### src/rtl/arm_mem_pkg.sv
// Shared definitions for the multi-cycle MEM stage: FSM state encoding and the
// default SRAM latency / base address reused by the SRAM model and freeze logic.
package arm_mem_pkg;

  typedef enum logic [1:0] {
    ST_IDLE   = 2'd0,
    ST_ACCESS = 2'd1,
    ST_DONE   = 2'd2
  } mem_state_e;

  localparam int DEF_WAIT_CYCLES = 5;
  localparam int DEF_BASE_ADDR   = 1024;

endpackage

### src/rtl/mem_stage_sram.sv
// Multi-cycle MEM stage: sequences one fixed-latency external SRAM access per
// load/store and stalls the upstream pipeline via freeze until it completes.
module mem_stage_sram
  import arm_mem_pkg::*;
#(
  parameter int DATA_W      = 32,
  parameter int ADDR_W      = 32,
  parameter int MEM_ADDR_W  = 16,
  parameter int WAIT_CYCLES = DEF_WAIT_CYCLES,
  parameter int BASE_ADDR   = DEF_BASE_ADDR
) (
  input  logic                  clk,
  input  logic                  rst,
  input  logic                  mem_w_en_input,
  input  logic                  mem_r_en_input,
  input  logic                  wb_en_input,
  input  logic [3:0]            dest_input,
  input  logic [ADDR_W-1:0]     alu_res_input,
  input  logic [DATA_W-1:0]     val_rm_i,
  output logic                  wb_en_output,
  output logic                  mem_r_en_output,
  output logic [3:0]            dest_output,
  output logic [ADDR_W-1:0]     alu_res_output,
  output logic [DATA_W-1:0]     data_mem_output,
  output logic                  freeze,
  output logic [MEM_ADDR_W-1:0] ext_addr,
  output logic                  ext_w_en,
  output logic                  ext_r_en,
  output logic [DATA_W-1:0]     ext_wdata,
  input  logic [DATA_W-1:0]     ext_rdata
);

  localparam int CNT_W = $clog2(WAIT_CYCLES) + 1;

  // Byte address -> external word address; out-of-range offsets wrap silently.
  function automatic logic [MEM_ADDR_W-1:0] word_addr(input logic [ADDR_W-1:0] byte_addr);
    return MEM_ADDR_W'((byte_addr - ADDR_W'(BASE_ADDR)) >> 2);
  endfunction

  mem_state_e             state_q, state_d;
  logic [CNT_W-1:0]       cnt_q, cnt_d;
  logic [MEM_ADDR_W-1:0]  addr_q, addr_d;
  logic [DATA_W-1:0]      wdata_q, wdata_d;
  logic [DATA_W-1:0]      rdata_q, rdata_d;
  logic                   wr_q, wr_d;
  logic                   rd_q, rd_d;
  logic                   freeze_c;
  logic                   req;

  assign req = mem_r_en_input | mem_w_en_input;

  always_comb begin
    state_d  = state_q;
    cnt_d    = cnt_q;
    addr_d   = addr_q;
    wdata_d  = wdata_q;
    rdata_d  = rdata_q;
    wr_d     = wr_q;
    rd_d     = rd_q;
    freeze_c = 1'b0;
    ext_w_en = 1'b0;
    ext_r_en = 1'b0;
    case (state_q)
      ST_IDLE: begin
        if (req) begin
          freeze_c = 1'b1;
          addr_d   = word_addr(alu_res_input);
          wdata_d  = val_rm_i;
          // A combined read/write request is treated as a pure store.
          wr_d     = mem_w_en_input;
          rd_d     = mem_r_en_input & ~mem_w_en_input;
          cnt_d    = '0;
          state_d  = ST_ACCESS;
        end
      end
      ST_ACCESS: begin
        freeze_c = 1'b1;
        ext_w_en = wr_q;
        ext_r_en = rd_q;
        cnt_d    = cnt_q + CNT_W'(1);
        if (cnt_q == CNT_W'(WAIT_CYCLES - 1)) begin
          if (rd_q) rdata_d = ext_rdata;
          state_d = ST_DONE;
        end
      end
      // The frozen request is still on the inputs here; ignore it.
      ST_DONE: state_d = ST_IDLE;
      default: state_d = ST_IDLE;
    endcase
  end

  always_ff @(posedge clk) begin
    if (rst) begin
      state_q <= ST_IDLE;
      cnt_q   <= '0;
      addr_q  <= '0;
      wdata_q <= '0;
      rdata_q <= '0;
      wr_q    <= 1'b0;
      rd_q    <= 1'b0;
    end else begin
      state_q <= state_d;
      cnt_q   <= cnt_d;
      addr_q  <= addr_d;
      wdata_q <= wdata_d;
      rdata_q <= rdata_d;
      wr_q    <= wr_d;
      rd_q    <= rd_d;
    end
  end

  assign freeze          = freeze_c & ~rst;
  assign ext_addr        = addr_q;
  assign ext_wdata       = wdata_q;
  assign data_mem_output = rdata_q;

  assign wb_en_output    = wb_en_input;
  assign mem_r_en_output = mem_r_en_input;
  assign dest_output     = dest_input;
  assign alu_res_output  = alu_res_input;

endmodule

### config.mk
export PLATFORM = sky130hd
export DESIGN_NAME = mem_stage_sram
export DESIGN_NICKNAME = d
export VERILOG_FILES = /design/src/rtl/arm_mem_pkg.sv /design/src/rtl/mem_stage_sram.sv
export SDC_FILE = /design/constraint.sdc
export NUM_CORES = 1
export LEC_CHECK = 0
export ABC_CLOCK_PERIOD_IN_PS = 4150
export CAP_MARGIN = 20
export CORE_MARGIN = 8
export CORE_UTILIZATION = 42
export CTS_BUF_LIST = sky130_fd_sc_hd__clkbuf_8
export DETAILED_ROUTE_END_ITERATION = 12
export PLACE_DENSITY_LB_ADDON = 0.1
export RECOVER_POWER = 50
export REMOVE_ABC_BUFFERS = 1
export SLEW_MARGIN = 0
export SYNTH_ARGS = -nofsm -noshare
export SYNTH_HDL_FRONTEND = slang
export SYNTH_SLANG_ARGS = --single-unit
### constraint.sdc
create_clock -name clk -period 4.15 [get_ports clk]
set_clock_uncertainty 0.1 [all_clocks]
set_input_delay 0.415 -clock clk [delete_from_list [all_inputs] [get_ports clk]]
set_output_delay 0.415 -clock clk [all_outputs]
set_load 0.005 [all_outputs]
==> key figures <==
STA
  • Final Hold Viols: 0
  • Fmax: 321 MHz
  • Final min period: 3.12 ns
  • Setup TNS: 0 ns
  • Final slew viol count: 89
  • Final Cycle Share: 0.751
  • Worst-margin pin slew: 1.86 ns
  • RSZ-0062 raised after global routing: no
  • Setup violators final: 0
  • Worst slew margin: -0.237

Global route
  • Initial antenna violation count: 0
  • Total GRT Usage: 0.187
  • GRT overflow: 0
  • Largest net degree at the start of global routing: around 90
  • Vias in the first global route: about 3,700
  • First-pass GRT wire length: 19,200 µm

Layout
  • Nets: 685
  • Antenna fix cells: 0
  • Share of cells above drive strength 1: 0.0466
  • P&R area growth vs syn: 47.4%
  • Utilization after layout: 0.637

Placed design
  • IO Port Bufs: 183
  • Hpwl dp: 8470 µm
  • GPL Wtd Cong: about 0.73

Clocking
  • CTS resizes: 0
  • Clock root buffer: clkbuf_8
  • CTS tree: built
  • Clk_lat worst skew: 0.34 ns
  • Clock sinks: between 80 and 90
  • Number of buffers created by CTS: 9
  • Clock Pin Slew Worst Setup and Hold Paths: 0.08 ns
  • # hold bufs at CTS: 0
  • Maximum buffer depth of the clock tree: 2
  • H-tree depth: 3
  • Post-CTS Setup Repair Bufs: 0

Power
  • Total power after layout: 1.76 mW
  • Leak: 2.14 nW
  • PwrDens: 318 mW/mm²
  • Peak supply drop: 0.000162 V

Floorplanning
  • DIE AREA: 0.0122 mm²
  • Chip height: 111 µm
  • Die Width: 111 µm
  • Rows: 34
  • Core area: about 0.0087 mm²
  • Initial core utilization: 0.432
  • Io pins: 226

Critical path
  • CP Max Fanout: 33
  • CP arrival: 2.60 ns
  • Crit-path max cell delay: 0.73 ns
  • Slowest cell on crit path: inv_1
  • Crit-path cells: nand3b_1, buf_4, inv_1, clkdlybuf4s50_1
  • Worst Setup Start Kind: register
  • WS Path Type: reg2out
  • Critical Path RT: 3.63 ns
  • Reg2reg setup slack: 1.98 ns
  • CP Capture Type: output pin

Synthesis
  • Synthesized cell area: roughly 0.0038 mm²
  • Number of synthesized flops with an enable pin: 0
  • Seq/Total Area, Yosys: 0.469
  • Most frequent cell after synthesis: dfxtp_1
  • Largest area contributor in the netlist: dfxtp_1
  • Mean Syn Cell Area: 8.18 µm²
  • Area share of the largest cell type after synthesis: 0.469
  • Synth top cells by count: dfxtp_1 (88), a21oi_1 (85), o21ai_0 (77)
  • Async SR Flop Fraction: 0
  • Largest cells by area after synthesis: dfxtp_1 (47%), a21oi_1 (11%), o21ai_0 (10%)
  • Cells after synthesis: 459
  • Synth unique cells: 31
  • Synth warn: 0
  • Synth Register Bits: just under 90
  • Synth Flop Type: dfxtp_1

Status
  • Outcome: complete, but fails checks
  • Failing checks: capacitance limit, slew limit

Route
  • WL/cell: between 15 and 20 µm
  • Iter 0 DRT Violations: 204
  • DRC errors left: 0
  • Post-Route WL: 12,300 µm
  • Avg Vias per Cell: 5.44
  • DRT Pass-1 Iters: 4
  • Vias: approximately 3,700
  • Final ANT Viol Nets: 0

Job
  • MaxCap Viol Count: 1

Min path
  • Worst Hold Class: reg2reg
-- final cells by class --
cell class	count	area, µm²
fillers	783	3150
flip-flops and latches	88	1760
well taps	108	135
repair buffers	189	1910
clock buffers	9	124
multi-input cells	284	1530
clock inverters	5	51.3
inverters	5	18.8
-- path summary, 6_finish.rpt --
kind,from,to,depth (start not counted)
hold reg to reg,ext_wdata[29],ext_wdata[29],2
hold / removal,ext_wdata[29],ext_wdata[29],2
setup / recovery,state_q[1],ext_r_en,4
setup reg to reg,state_q[1],data_mem_output[25],5
-- cell usage in the layout (no fill, tap or decap), types with 2 or more instances in the layout --
cell / count
nor2b_1: 2
ha_1: 3
nand3b_1: 3
buf_4: 2
clkdlybuf4s50_1: 104
a311oi_1: 5
nor3_1: 3
dfxtp_1: 88
clkinv_2: 2
nand3_1: 74
or2_2: 3
o21ai_0: 77
a21oi_1: 85
inv_1: 6
nand2_1: 4
dlygate4sd3_1: 78
a211oi_1: 4
nor2_1: 3
clkbuf_8: 9
o31ai_1: 3
-- worst max-delay path, delay by kind of cell (launching register included) --
kind,cells,cell delay [ns]
buffers and inverters,3,1.64
AND/OR/NAND/NOR,1,0.21
flip-flops,1,0.40
-- through the flow --
step                cell area (µm²)  setup slack (ns)  instances  hold WS (ns)
floorplan                      3300              1.57        377         0.343
global placement               5300              1.45        671         0.360
detailed placement             5300              1.44        671         0.365
CTS                            5470              1.03        685         0.376
global route                   5530             0.910        688         0.393
finish                         5530              1.03        688         0.371
-- power by group --
group / total [mW] / leakage, nW / switching (mW) / internal, mW
registers: 0.902 / 0.720 / 0.0181 / 0.884
clock network: 0.544 / 0.0921 / 0.276 / 0.268
logic: 0.314 / 1.32 / 0.141 / 0.173
-- cells by family (layout without fill, tap and decap cells) --
logic type	Yosys count	in the layout	share of synthesized area
compound gates	177	177	0.248
simple gates	103	103	0.145
flops	88	88	0.469
buf+inv	87	208	0.125
fa+ha+maj	3	3	0.0100
xor+xnor	1	1	0.00233
-- per-layer routing --
metal	vias up	GRT usage	part of all wire
met5	-	0	0
met4	0	0.0667	0.015
met3	14	0.0806	0.099
met2	180	0.295	0.46
met1	1716	0.220	0.42
li1	1831	-	-
-- flip-flops by register name (all words and copies together) (netlist names) --
signal,flops
cnt_q,4
data_mem_output,32
ext_addr,16
ext_wdata,32
rd_q,1
state_q,2
wr_q,1
Power figures use the tool's default switching activity.
